`config.mk`:
```
export PLATFORM = sky130hd
export DESIGN_NAME = debounce_filter
export DESIGN_NICKNAME = d
export VERILOG_FILES = /design/src/rtl/debounce_filter.sv
export SDC_FILE = /design/constraint.sdc
export NUM_CORES = 1
export LEC_CHECK = 0
export CORE_AREA = 2 2 39 41
export CTS_BUF_LIST = sky130_fd_sc_hd__clkbuf_8
export DETAILED_ROUTE_END_ITERATION = 8
export DIE_AREA = 0 0 41 43
export HOLD_SLACK_MARGIN = 0.05
export RECOVER_POWER = 50
export REMOVE_ABC_BUFFERS = 1
export SETUP_SLACK_MARGIN = 0.5
export SLEW_MARGIN = 20
export SYNTH_ARGS = -nofsm -noshare
export SYNTH_HDL_FRONTEND = slang
export SYNTH_SLANG_ARGS = --single-unit
```
`constraint.sdc`:
```
create_clock -name clk -period 1.3 [get_ports clk]
set_input_delay 0.195 -clock clk [delete_from_list [all_inputs] [get_ports clk]]
set_output_delay 0.195 -clock clk [all_outputs]
set_load 0.01 [all_outputs]
```
`src/rtl/debounce_filter.sv`:
```
// Per-bit debounce filter with optional one-cycle rise/fall strobes.
// Define DEBOUNCE_FILTER_EDGE_EN to build the strobe registers; otherwise rise/fall are tied low.
module debounce_filter_lane #(
    parameter int unsigned DEBOUNCE_CYCLES = 4,
    parameter bit          INIT_BIT        = 1'b0
) (
    input  logic clk,
    input  logic rst,
    input  logic in,
    output logic out,
    output logic rise,
    output logic fall
);
    localparam int unsigned CW = (DEBOUNCE_CYCLES < 2) ? 1 : $clog2(DEBOUNCE_CYCLES + 1);
    localparam logic [CW-1:0] LAST = CW'(DEBOUNCE_CYCLES - 1);

    logic [CW-1:0] cnt;
    logic          differ;
    logic          done;

    assign differ = (in != out);
    assign done   = differ && (cnt == LAST);

    always_ff @(posedge clk) begin
        if (rst) begin
            out <= INIT_BIT;
            cnt <= '0;
        end else if (done) begin
            out <= in;
            cnt <= '0;
        end else if (differ) begin
            cnt <= cnt + 1'b1;
        end else begin
            cnt <= '0;
        end
    end

`ifdef DEBOUNCE_FILTER_EDGE_EN
    // Strobes share the edge that updates out, so they are high exactly for its first new cycle.
    always_ff @(posedge clk) begin
        if (rst) begin
            rise <= 1'b0;
            fall <= 1'b0;
        end else begin
            rise <= done && in;
            fall <= done && !in;
        end
    end
`else
    assign rise = 1'b0;
    assign fall = 1'b0;
`endif
endmodule

module debounce_filter #(
    parameter int unsigned       WIDTH           = 1,
    parameter int unsigned       DEBOUNCE_CYCLES = 4,
    parameter logic [WIDTH-1:0]  INIT            = '0
) (
    input  logic             clk,
    input  logic             rst,
    input  logic [WIDTH-1:0] in,
    output logic [WIDTH-1:0] out,
    output logic [WIDTH-1:0] rise,
    output logic [WIDTH-1:0] fall
);
    generate
        if (DEBOUNCE_CYCLES < 1) begin : g_bad_cycles
            $error("debounce_filter: DEBOUNCE_CYCLES must be >= 1");
        end
    endgenerate

    genvar i;
    generate
        for (i = 0; i < WIDTH; i++) begin : g_lane
            debounce_filter_lane #(
                .DEBOUNCE_CYCLES (DEBOUNCE_CYCLES),
                .INIT_BIT        (INIT[i])
            ) u_lane (
                .clk  (clk),
                .rst  (rst),
                .in   (in[i]),
                .out  (out[i]),
                .rise (rise[i]),
                .fall (fall[i])
            );
        end
    endgenerate
endmodule

```
=== After elaboration in Yosys (flattened, before gate mapping) ===
Index checks and enable logic that the tools add are counted.

* Bits in registers: 4
* Input port bits: 3
* Output and inout bits: 3
* Word-level logic and storage cells: 8

* Add/sub/neg operators: 1
* Equal/unequal tests: 2
* Bitwise logic cells: 1
* Reductions and logical operators: 2

{| class="wikitable"
|+ Operators by type and width
! cell !! number
|-
| $add 3x1->3 const B || 1
|-
| $eq 3x2->1 const B || 1
|-
| $reduce_or 3->1 || 1
|-
| $logic_and 1x1->1 || 1
|-
| $ne 1x1->1 || 1
|-
| $not 1->1 || 1
|}

=== Depth between registers and ports, before layout ===
* Depth after elaboration: 3
* Gate-level depth with buffers: 4
* Depth with buffers taken out: 4

=== Worst setup path after synthesis ===
Ideal clock, no wire load.

* Path kind: register to register
* Start: reg g_lane[0].u_lane.cnt[0]
* End: reg g_lane[0].u_lane.cnt[1]
* Library setup time: 87 ps
* Arrival time: 945 ps
* Required time: 1213 ps
* Path slack: 268 ps
* Stages on the path, launching flop included: 4
* Buffers on the path: 0
* Cell sequence: dfxtp_1 -> ha_1 -> ha_1 -> nor4b_2

* Longest elaborated chain between the ends: 3
* Elaborated cells on any way between the ends: 4
* Classes of those cells: add/sub: 1; eq/ne: 1; reduce/logical: 2

{| class="wikitable"
|+ Ends and longest elaborated chain
! element !! line !! RTL
|-
| from (decl) || 17 || <nowiki>logic [CW-1:0] cnt;</nowiki>
|-
| from (signal assigned) || 32 || <nowiki>cnt <= cnt + 1'b1;</nowiki>
|-
| $eq 3x2->1 || 22 || <nowiki>assign done = differ && (cnt == LAST);</nowiki>
|-
| $logic_and 1x1->1 || 22 ||
|-
| $reduce_or 3->1 (no source line) || n/a ||
|}

Several ways; a longest one is shown, not always the timed one.
A chain may end at the register's enable or synchronous reset.

=== Worst setup path after layout ===
* Start: reg g_lane[0].u_lane.cnt[1]
* End: reg g_lane[0].u_lane.cnt[1]

Same word-level chain as after synthesis.

==> run metrics <==
max incr delay on CP=0.32 ns; DRC viols=0; Die H=43 µm; cell area power density=1392 nW/µm²; critical path fanouts, max=4; P_leak=0.1053 nW; area delta synth->final=69.01%; Comb power frac=6.5%; DP HPWL=181.2 µm; GR Overflow Total=0; CTS tree=built; nets=29; die area=1763 µm²; post-route minimum period=0.9877 ns; largest net degree at the start of global routing=5; commonest non-fill, non-tap cell in the layout=clkbuf_8; XOR/XNOR Fraction of Synth Area=4.930%; critical path class=register to register; distinct cell type count after synthesis=10; average wire per standard cell=7.868 µm; ant diodes=0; RSZ-0062 raised after global routing=yes; non-filler cells, final=38; slack of the critical path=0.3123 ns; YS warnings=0; FF+latch count, synth=4; sequential share of the synthesized area=45.07%; Post-DRT Antenna Nets=0; Syn Area/Cell=11.10 µm²; post-synthesis mux area share=5.634%; Worst Setup Start Kind=register; sequential share of power=31.3%; Clock Root Buffer=clkbuf_8; class of the worst hold path=register to register; starting density of the core=12.84%; Util after Layout=21.70%; Sw Ratio=18.52%; WP data required=1.43 ns; placer congestion estimate=0.5822; htree depth=1; Final setup viols=0; clock sink total=4; post-synthesis simple-gate area fraction=17.61%; largest family of logic cells by synthesized area=simple AND/OR/NAND/NOR gates; initial antenna violation count=0; skew final=0.005626 ns; Crit path top cell by count=ha_4; crit-path cells=ha_4 > ha_4 > nor4b_2; crit path DAT=1.11 ns; complex-gate fraction of the synthesized area=0%; area of the core=1384 µm²; CTS buffer count=3; Synth Instances=16; status=completed; vias in the first global route=147; DP Cell Count=34; GRT Total Usage=5.120%; Worst-Skew Late Latency=0.22 ns; pre-CTS WS=0.1663 ns; I/O Buffers=3; CP endpoint kind=register; Post-DP Area=216.5 µm²; setup_tns=0 ns; Max-Cap Viols=0; Max Clk Rate=1.012 GHz; peak supply drop=0.0007988 V; synthesized cell area=177.7 µm²; vias=128; Clock Path Buffers=2; DR iter-0 viols=0; DR pass1 iterations=1; Total Routed Length=299 µm; Final Max Tran Viols=0; Crit-path slowest cell=dfxtp_2; Final Hold Fails=0; Int Pwr=0.3406 mW; Clock power frac=62.2%; share of layout cells above drive strength 1=50.00%; first-pass GRT wire length=531 µm; switching power total=0.07741 mW; clk slew on worst S/H paths=0.03 ns; IO Pins=6; Tcrit/Tclk final=75.98%; Design Area, Final=300.3 µm²; adder-cell area share of the yosys netlist=14.08%; Vias/cell=3.368; die width=41 µm; Rows=14
==> through the flow <==
| step | hold slack (ns) | total power, mW |
|---|---|---|
| after floorplan | 0.2674 | 0.1405 |
| after global placement | 0.4322 | 0.1503 |
| after detailed placement | 0.4335 | 0.1506 |
| after CTS | 0.5196 | 0.4196 |
| after global routing | 0.5363 | 0.4352 |
| final | 0.5192 | 0.4180 |
==> final cells by class <==
cell class | instances | area, µm²
multi-input cells | 10 | 121.4
clock buffers | 3 | 41.29
fillers | 150 | 1084
repair buffers | 4 | 31.28
flip-flops and latches | 4 | 82.58
well taps | 16 | 20.02
inverters | 1 | 3.754
==> synth_stat cells <==
cell type,number,share of area [%]
buf_4,2,8.4
inv_1,1,2.1
xnor2_1,1,4.9
conb_1,1,2.1
dfxtp_1,4,45
ha_1,2,14
nor4b_2,1,8.4
nor2_1,1,2.1
nor4_1,2,7.0
mux2i_1,1,5.6
==> what timing repair did <==
action,4_1_cts,5_1_grt
hold buffers,0,0
setup endpoints to repair,5,5
gates resized for setup,11,2
buffers inserted,1,0
pin swaps,3,2
==> sequential cells by signal, summed over array words and instances, names as in the netlist <==
signal,cells
g_lane.u_lane.cnt,3
g_lane.u_lane.out,1
==> worst paths after layout <==
check,start,endpoint,slack [ns],cells past startpoint
max,g_lane[0].u_lane.cnt[1],g_lane[0].u_lane.cnt[1],0.31,3
min,g_lane[0].u_lane.cnt[0],g_lane[0].u_lane.cnt[0],0.52,2
max reg2reg,g_lane[0].u_lane.cnt[1],g_lane[0].u_lane.cnt[1],0.31,3
min reg2reg,g_lane[0].u_lane.cnt[0],g_lane[0].u_lane.cnt[0],0.52,2
==> critical path: cells and delay by family, from the launching register on <==
kind                     cells  cell delay, ns
adder cells (fa/ha/maj)      2            0.33
flip-flops                   1            0.32
AND/OR/NAND/NOR              1            0.25
==> power by group through the flow <==
stage	Clock (mW)	Combinational, mW	Sequential (mW)
floorplan	0	0.0104	0.130
global placement	0	0.0199	0.130
detailed placement	0	0.0201	0.131
CTS	0.263	0.0257	0.131
global route	0.273	0.0309	0.131
finish	0.260	0.0272	0.131
==> metal layers <==
metal,GRT usage [%],share of wire [%],up-vias
met2,6.250,49,6
met4,2.000,0,0
met1,5.145,41,59
met3,6.283,8.7,0
met5,0,0,-
li1,-,-,63
==> cells by family (layout without fill, tap and decap cells) <==
group                    after synthesis  count (layout)
buffers and inverters                  3               8
XOR/XNOR                               1               1
other                                  1               2
flip-flops                             4               4
adder cells (fa/ha/maj)                2               2
AND/OR/NAND/NOR                        4               4
multiplexers                           1               1
No activity file was read; power rests on OpenSTA's default activity.
